File: src/rtl/arb_rr_n_if.sv
// Client request/return and memory port bundle for arb_rr_n.
// slave is the arbiter side; master is the clients plus memory.
interface arb_rr_n_if #(
    parameter int N  = 4,
    parameter int W  = 16,
    parameter int AW = 10
);
    logic [N-1:0]    client_req;
    logic [N-1:0]    client_read;
    logic [N*AW-1:0] client_addr;
    logic [N*W-1:0]  client_wdata;
    logic [N-1:0]    client_gnt;
    logic [N-1:0]    client_rvalid;
    logic [W-1:0]    client_rdata;
    logic            mem_en;
    logic            mem_we;
    logic [AW-1:0]   mem_addr;
    logic [W-1:0]    mem_wdata;
    logic [W-1:0]    mem_rdata;

    modport slave (
        input  client_req,
        input  client_read,
        input  client_addr,
        input  client_wdata,
        input  mem_rdata,
        output client_gnt,
        output client_rvalid,
        output client_rdata,
        output mem_en,
        output mem_we,
        output mem_addr,
        output mem_wdata
    );

    modport master (
        output client_req,
        output client_read,
        output client_addr,
        output client_wdata,
        output mem_rdata,
        input  client_gnt,
        input  client_rvalid,
        input  client_rdata,
        input  mem_en,
        input  mem_we,
        input  mem_addr,
        input  mem_wdata
    );
endinterface

File: src/rtl/arb_rr_n.sv
// N-client round-robin arbiter onto a single-port data memory,
// with burst grant-lock and tagged in-order read return.
module arb_rr_n #(
    parameter int N       = 4,
    parameter int W       = 16,
    parameter int AW      = 10,
    parameter int BURST   = 1,
    parameter int MEM_LAT = 1
) (
    input  logic      clk,
    input  logic      rst_n,
    arb_rr_n_if.slave bus
);
    localparam int IW = (N > 1) ? $clog2(N) : 1;
    localparam int RW = $clog2(BURST + 1);
    localparam logic [IW-1:0] LAST = IW'(N - 1);
    localparam logic [RW-1:0] RMAX = RW'(BURST);

    typedef enum logic {
        IDLE,
        OWN
    } state_t;

    typedef struct packed {
        logic          vld;
        logic [IW-1:0] idx;
    } ret_t;

    state_t        state_q;
    state_t        state_d;
    logic [IW-1:0] owner_q;
    logic [IW-1:0] owner_d;
    logic [RW-1:0] run_q;
    logic [RW-1:0] run_d;

    logic          keep;
    logic          hit;
    logic [IW-1:0] hit_idx;
    logic          gnt_any;
    logic [IW-1:0] gnt_idx;
    logic [IW-1:0] mem_idx;
    ret_t          pipe_q [MEM_LAT];
    ret_t          tail;

    function automatic logic [IW-1:0] wrap(
        input logic [IW-1:0] base,
        input int            k
    );
        int s;
        s = int'(base) + k;
        if (s >= N) s = s - N;
        return IW'(s);
    endfunction

    assign keep = (state_q == OWN)
               && bus.client_req[owner_q]
               && (run_q < RMAX);

    // Walk from owner+N down to owner+1 so the nearest requester wins.
    always_comb begin
        hit     = 1'b0;
        hit_idx = owner_q;
        for (int k = N; k >= 1; k--) begin
            if (bus.client_req[wrap(owner_q, k)]) begin
                hit     = 1'b1;
                hit_idx = wrap(owner_q, k);
            end
        end
    end

    always_comb begin
        state_d = state_q;
        owner_d = owner_q;
        run_d   = run_q;
        gnt_any = 1'b0;
        gnt_idx = owner_q;
        unique case (1'b1)
            keep: begin
                gnt_any = 1'b1;
                run_d   = run_q + 1'b1;
                state_d = OWN;
            end
            hit && !keep: begin
                gnt_any = 1'b1;
                gnt_idx = hit_idx;
                owner_d = hit_idx;
                run_d   = RW'(1);
                state_d = OWN;
            end
            default: begin
                run_d   = '0;
                state_d = IDLE;
            end
        endcase
    end

    always_ff @(posedge clk or negedge rst_n) begin
        if (!rst_n) begin
            state_q <= IDLE;
            owner_q <= LAST;
            run_q   <= '0;
        end else begin
            state_q <= state_d;
            owner_q <= owner_d;
            run_q   <= run_d;
        end
    end

    always_comb begin
        bus.client_gnt = '0;
        if (gnt_any && rst_n) begin
            bus.client_gnt[gnt_idx] = 1'b1;
        end
    end

    // Address and data hold their last value when idle.
    always_ff @(posedge clk or negedge rst_n) begin
        if (!rst_n) begin
            bus.mem_en    <= 1'b0;
            bus.mem_we    <= 1'b0;
            bus.mem_addr  <= '0;
            bus.mem_wdata <= '0;
            mem_idx       <= '0;
        end else begin
            bus.mem_en <= gnt_any;
            bus.mem_we <= gnt_any
                        & ~bus.client_read[gnt_idx];
            if (gnt_any) begin
                bus.mem_addr  <=
                    bus.client_addr[gnt_idx*AW +: AW];
                bus.mem_wdata <=
                    bus.client_wdata[gnt_idx*W +: W];
                mem_idx       <= gnt_idx;
            end
        end
    end

    always_ff @(posedge clk or negedge rst_n) begin
        if (!rst_n) begin
            for (int i = 0; i < MEM_LAT; i++) begin
                pipe_q[i] <= '0;
            end
        end else begin
            pipe_q[0] <= {bus.mem_en & ~bus.mem_we,
                          mem_idx};
            for (int i = 1; i < MEM_LAT; i++) begin
                pipe_q[i] <= pipe_q[i-1];
            end
        end
    end

    assign tail = pipe_q[MEM_LAT-1];

    always_comb begin
        bus.client_rvalid = '0;
        bus.client_rdata  = '0;
        if (tail.vld) begin
            bus.client_rvalid[tail.idx] = 1'b1;
            bus.client_rdata            = bus.mem_rdata;
        end
    end
endmodule

File: src/flat_wrapper.sv
// flat-port wrapper written by rule: the top's interface ports become plain ports
module arb_rr_n_flat 
#(
    parameter int N       = 4,
    parameter int W       = 16,
    parameter int AW      = 10,
    parameter int BURST   = 1,
    parameter int MEM_LAT = 1
)
  (clk, rst_n, bus_client_req, bus_client_read, bus_client_addr, bus_client_wdata, bus_mem_rdata, bus_client_gnt, bus_client_rvalid, bus_client_rdata, bus_mem_en, bus_mem_we, bus_mem_addr, bus_mem_wdata);
  arb_rr_n_if #(.N(N), .W(W), .AW(AW)) bus_i ();
  input  logic clk;
  input  logic rst_n;
  input wire logic [$bits(bus_i.client_req)-1:0] bus_client_req;
  input wire logic [$bits(bus_i.client_read)-1:0] bus_client_read;
  input wire logic [$bits(bus_i.client_addr)-1:0] bus_client_addr;
  input wire logic [$bits(bus_i.client_wdata)-1:0] bus_client_wdata;
  input wire logic [$bits(bus_i.mem_rdata)-1:0] bus_mem_rdata;
  output wire logic [$bits(bus_i.client_gnt)-1:0] bus_client_gnt;
  output wire logic [$bits(bus_i.client_rvalid)-1:0] bus_client_rvalid;
  output wire logic [$bits(bus_i.client_rdata)-1:0] bus_client_rdata;
  output wire logic [$bits(bus_i.mem_en)-1:0] bus_mem_en;
  output wire logic [$bits(bus_i.mem_we)-1:0] bus_mem_we;
  output wire logic [$bits(bus_i.mem_addr)-1:0] bus_mem_addr;
  output wire logic [$bits(bus_i.mem_wdata)-1:0] bus_mem_wdata;
  assign bus_i.client_req = bus_client_req;
  assign bus_i.client_read = bus_client_read;
  assign bus_i.client_addr = bus_client_addr;
  assign bus_i.client_wdata = bus_client_wdata;
  assign bus_i.mem_rdata = bus_mem_rdata;
  assign bus_client_gnt = bus_i.client_gnt;
  assign bus_client_rvalid = bus_i.client_rvalid;
  assign bus_client_rdata = bus_i.client_rdata;
  assign bus_mem_en = bus_i.mem_en;
  assign bus_mem_we = bus_i.mem_we;
  assign bus_mem_addr = bus_i.mem_addr;
  assign bus_mem_wdata = bus_i.mem_wdata;
  arb_rr_n #(.N(N), .W(W), .AW(AW), .BURST(BURST), .MEM_LAT(MEM_LAT)) u_core (.clk(clk), .rst_n(rst_n), .bus(bus_i));
endmodule
File: config.mk
export PLATFORM = sky130hd
export DESIGN_NAME = arb_rr_n_flat
export DESIGN_NICKNAME = d
export VERILOG_FILES = /design/src/rtl/arb_rr_n_if.sv /design/src/rtl/arb_rr_n.sv /design/src/flat_wrapper.sv
export SDC_FILE = /design/constraint.sdc
export NUM_CORES = 1
export LEC_CHECK = 0
export ABC_AREA = 0
export CORE_ASPECT_RATIO = 0.9
export CORE_MARGIN = 5
export CORE_UTILIZATION = 41
export CTS_CLUSTER_SIZE = 30
export DETAILED_ROUTE_END_ITERATION = 6
export PLACE_DENSITY = 0.95
export SYNTH_ARGS = -nofsm -noshare
export SYNTH_HDL_FRONTEND = slang
export SYNTH_SLANG_ARGS = --single-unit
export TNS_END_PERCENT = 5
File: constraint.sdc
create_clock -name clk -period 4.3 [get_ports clk]
set_input_delay 0.86 -clock clk [delete_from_list [all_inputs] [get_ports clk]]
set_output_delay 0.86 -clock clk [all_outputs]
set_load 0.01 [all_outputs]
==> impl_metrics.json <==
{
  "cpPeakStageDelay_ns": 0.55,
  "routed_wl_mm": 10.98,
  "drc": 0,
  "grt_max_degree": 83,
  "powerDensity_nw_per_um2": 632.8,
  "dp_hpwl_mm": 8.371,
  "hold_viol_final": 0,
  "arrival_ns": 3.18,
  "worst-path-max-fanout": 7,
  "start_util_pct": 42.21,
  "place_inst": 645,
  "yosys.area.top_type": "dfrtp_1",
  "crit_type": "in -> out",
  "clock_latency_ns": 0.29,
  "numCtsBuffers": 5,
  "path_clk_slew_ns": 0.07,
  "cts_resized": 0,
  "ys_ff_latch": 36,
  "place_area_sq_um": 4853,
  "final_layout_size_suffix_gt1_share_pct": 5.179,
  "die_w_microns": 99.74,
  "timing.final.ws_setup_ns": 0.2633,
  "synth_top_area_share_pct": 28.63,
  "rsz0062_at_grt": "no",
  "io-pin-count": 182,
  "critPathLaunchType": "input pin",
  "grtUsageTotal_pct": 23.73,
  "status": "finished, final reports clean",
  "cp_top_family": "buffers and inverters",
  "fmax_ghz": 0.2477,
  "gp_congestion": 0.8170,
  "htreeDepth": 2,
  "fill_cells": 555,
  "nets": 689,
  "post-route-min-period_ns": 4.037,
  "switching_share_pct": 45.29,
  "syn_area_sq_um": 2972,
  "globalRouteOverflowTotal": 0,
  "stdcell_area_sq_um": 4954,
  "die_area_sq_um": 9053,
  "fin_crit_sh_pct": 93.88,
  "firstDrtPassIters": 4,
  "finalSetupViolations": 0,
  "p_comb_share_pct": 70.0,
  "dr.first_iter.drc_count": 222,
  "clockPowerShare_pct": 8.8,
  "skew_ns": 0.005835,
  "cpMaxStageDelayCell": "clkdlybuf4s50_1",
  "max_slew.worst_pin.slew_ns": 1.244,
  "synth_seq_area_share_pct": 30.40,
  "maxCapViolCount": 0,
  "setup_tns_ns": 0,
  "synth_area_leaders": "dfrtp_1 29%, nor2_1 18%, o2111ai_1 15%",
  "layout.cells.most_common_list": "180 x clkdlybuf4s50_1, 138 x nor2_1, 52 x o2111ai_1, 34 x dfrtp_1, 30 x nand2_1",
  "clk_path_buf_depth": 2,
  "clock-root-buffer": "clkbuf_8",
  "diodes": 0,
  "p_leak_nw": 2.034,
  "hold_path_class": "reg -> reg",
  "cts_sinks": 36,
  "synth_cell_type_count": 34,
  "final_common_cell": "clkdlybuf4s50_1",
  "synth_cells": 398,
  "antenna_found_initial": 0,
  "p_switching_mw": 1.419,
  "internal_power_mw": 1.715,
  "path_buf_inv": 3,
  "path_cells": "clkdlybuf4s50_1, nand3b_1, o211ai_1, a2111oi_4, xnor2_4, inv_2, nor2_1, clkdlybuf4s50_1",
  "final_cells": 653,
  "place_ws_ns": 0.2541,
  "num_vias": 3620,
  "grt_first_pass_wirelength_mm": 17.88,
  "port_buffers": 181,
  "die_h_microns": 90.77,
  "ir_drop_mv": 0.3087,
  "postSynthAreaPerCell_sq_um": 7.466,
  "crit_path_end_kind": "output pin",
  "wire_per_inst_microns": 16.82,
  "num_rows": 29,
  "slew_headroom_pct": 16.97,
  "ant_nets": 0,
  "core_sq_um": 7039,
  "synth_warnings": 0,
  "cp_common_cell": "clkdlybuf4s50_1",
  "viasPerCell": 5.544,
  "area_delta_synth_final_pct": 66.69,
  "maxSlewViolCount": 0,
  "postCtsSetupRepairBufs": 0,
  "cts_hold_buf": 0,
  "sequentialPowerShare_pct": 21.2,
  "first_global_vias": 3640,
  "crit_required_ns": 3.44,
  "multi_input_area_sq_um": 1922,
  "syn-num-nets": 528,
  "cts_tree": "yes",
  "seq_area_sq_um": 903.4
}
logic make-up (layout without fill, tap and decap cells):
logic type,count (synthesis),in the layout,synth area share (%)
xor+xnor,1,1,0.5475
mux,28,28,9.474
buf+inv,44,206,5.979
flops,36,36,30.40
compound gates,92,92,26.27
simple gates,197,197,27.33
stage by stage:
step	util [%]	total power [mW]	hold slack (ns)
after floorplan	-	2.011	0.3543
after global placement	68.95	2.783	0.3602
after detailed placement	68.95	2.875	0.3661
after CTS	70.37	3.154	0.3823
after global routing	70.37	3.393	0.4087
final	70.37	3.134	0.3836
sequential cells by signal, indices dropped and copies added, names as in the netlist:
name and count:
u_core.state_q 1, u_core.owner_q 2, u_core.bus.mem_we 1, u_core.run_q 1, u_core.pipe_q 3, u_core.bus.mem_wdata 16
u_core.bus.mem_addr 10, u_core.mem_idx 2
synth_stat cells:
library cell / n
o221ai_1: 2
a211o_1: 2
buf_4: 3
o211ai_1: 1
mux2_2: 1
dfrtp_1: 34
nor2b_1: 1
buf_1: 3
buf_2: 1
a2111o_1: 1
a21o_1: 1
nor2_1: 139
inv_1: 4
a211oi_1: 28
nand2_1: 30
nor4_1: 1
and3b_1: 1
dfstp_2: 2
o2111ai_1: 52
and2_1: 16
inv_2: 2
a2111oi_4: 1
and3_1: 1
mux2i_1: 27
nand2b_1: 3
clkbuf_1: 31
nand3b_1: 1
nor3b_1: 1
o31ai_1: 1
xnor2_2: 1
or3_1: 1
nand3_1: 2
a21oi_1: 2
o2bb2ai_1: 1
path summary, 6_finish.rpt:
kind	startpoint	to	slack (ns)	cells past startpoint
max in group asynchronous	rst_n	u_core.owner_q[0]$_DFF_PN1_	3.07	2
min reg2reg	u_core.mem_idx[1]$_DFFE_PN0P_	u_core.pipe_q[1]$_DFF_PN0_	0.38	0
min in group asynchronous	rst_n	u_core.bus.mem_we$_DFF_PN0_	0.53	1
max reg2reg	u_core.owner_q[0]$_DFF_PN1_	u_core.bus.mem_wdata[4]$_DFFE_PN0P_	1.26	7
max	bus_client_req[0]	bus_client_gnt[2]	0.26	8
min	u_core.mem_idx[1]$_DFFE_PN0P_	u_core.pipe_q[1]$_DFF_PN0_	0.38	0
power groups by stage:
stage          registers (mW)  clock network (mW)  logic [mW]
2_1_floorplan           0.672                   0        1.34
3_3_place_gp            0.654                   0        2.13
3_5_place_dp            0.667                   0        2.21
4_1_cts                 0.664               0.280        2.21
5_1_grt                 0.690               0.295        2.41
6_report                0.665               0.275        2.19
layer usage:
metal,routed length (microns),up-vias,part of all wire [%],track usage [%]
li1,-,1756,-,-
met3,788,13,7.2,5.251
met1,4485,1702,41,28.20
met2,5563,149,51,42.89
met5,0,-,0,0
met4,144,0,1.3,5.575
area by class of cell:
cell class                      instances  share of cell area (%)
Clock buffer                            8                   2.021
Inverter                                6                  0.4547
Multi-Input combinational cell        318                   38.80
Sequential cell                        36                   18.24
Tap cell                               93                   2.349
Timing Repair Buffer                  192                   38.14
Power figures use the tool's default switching activity.
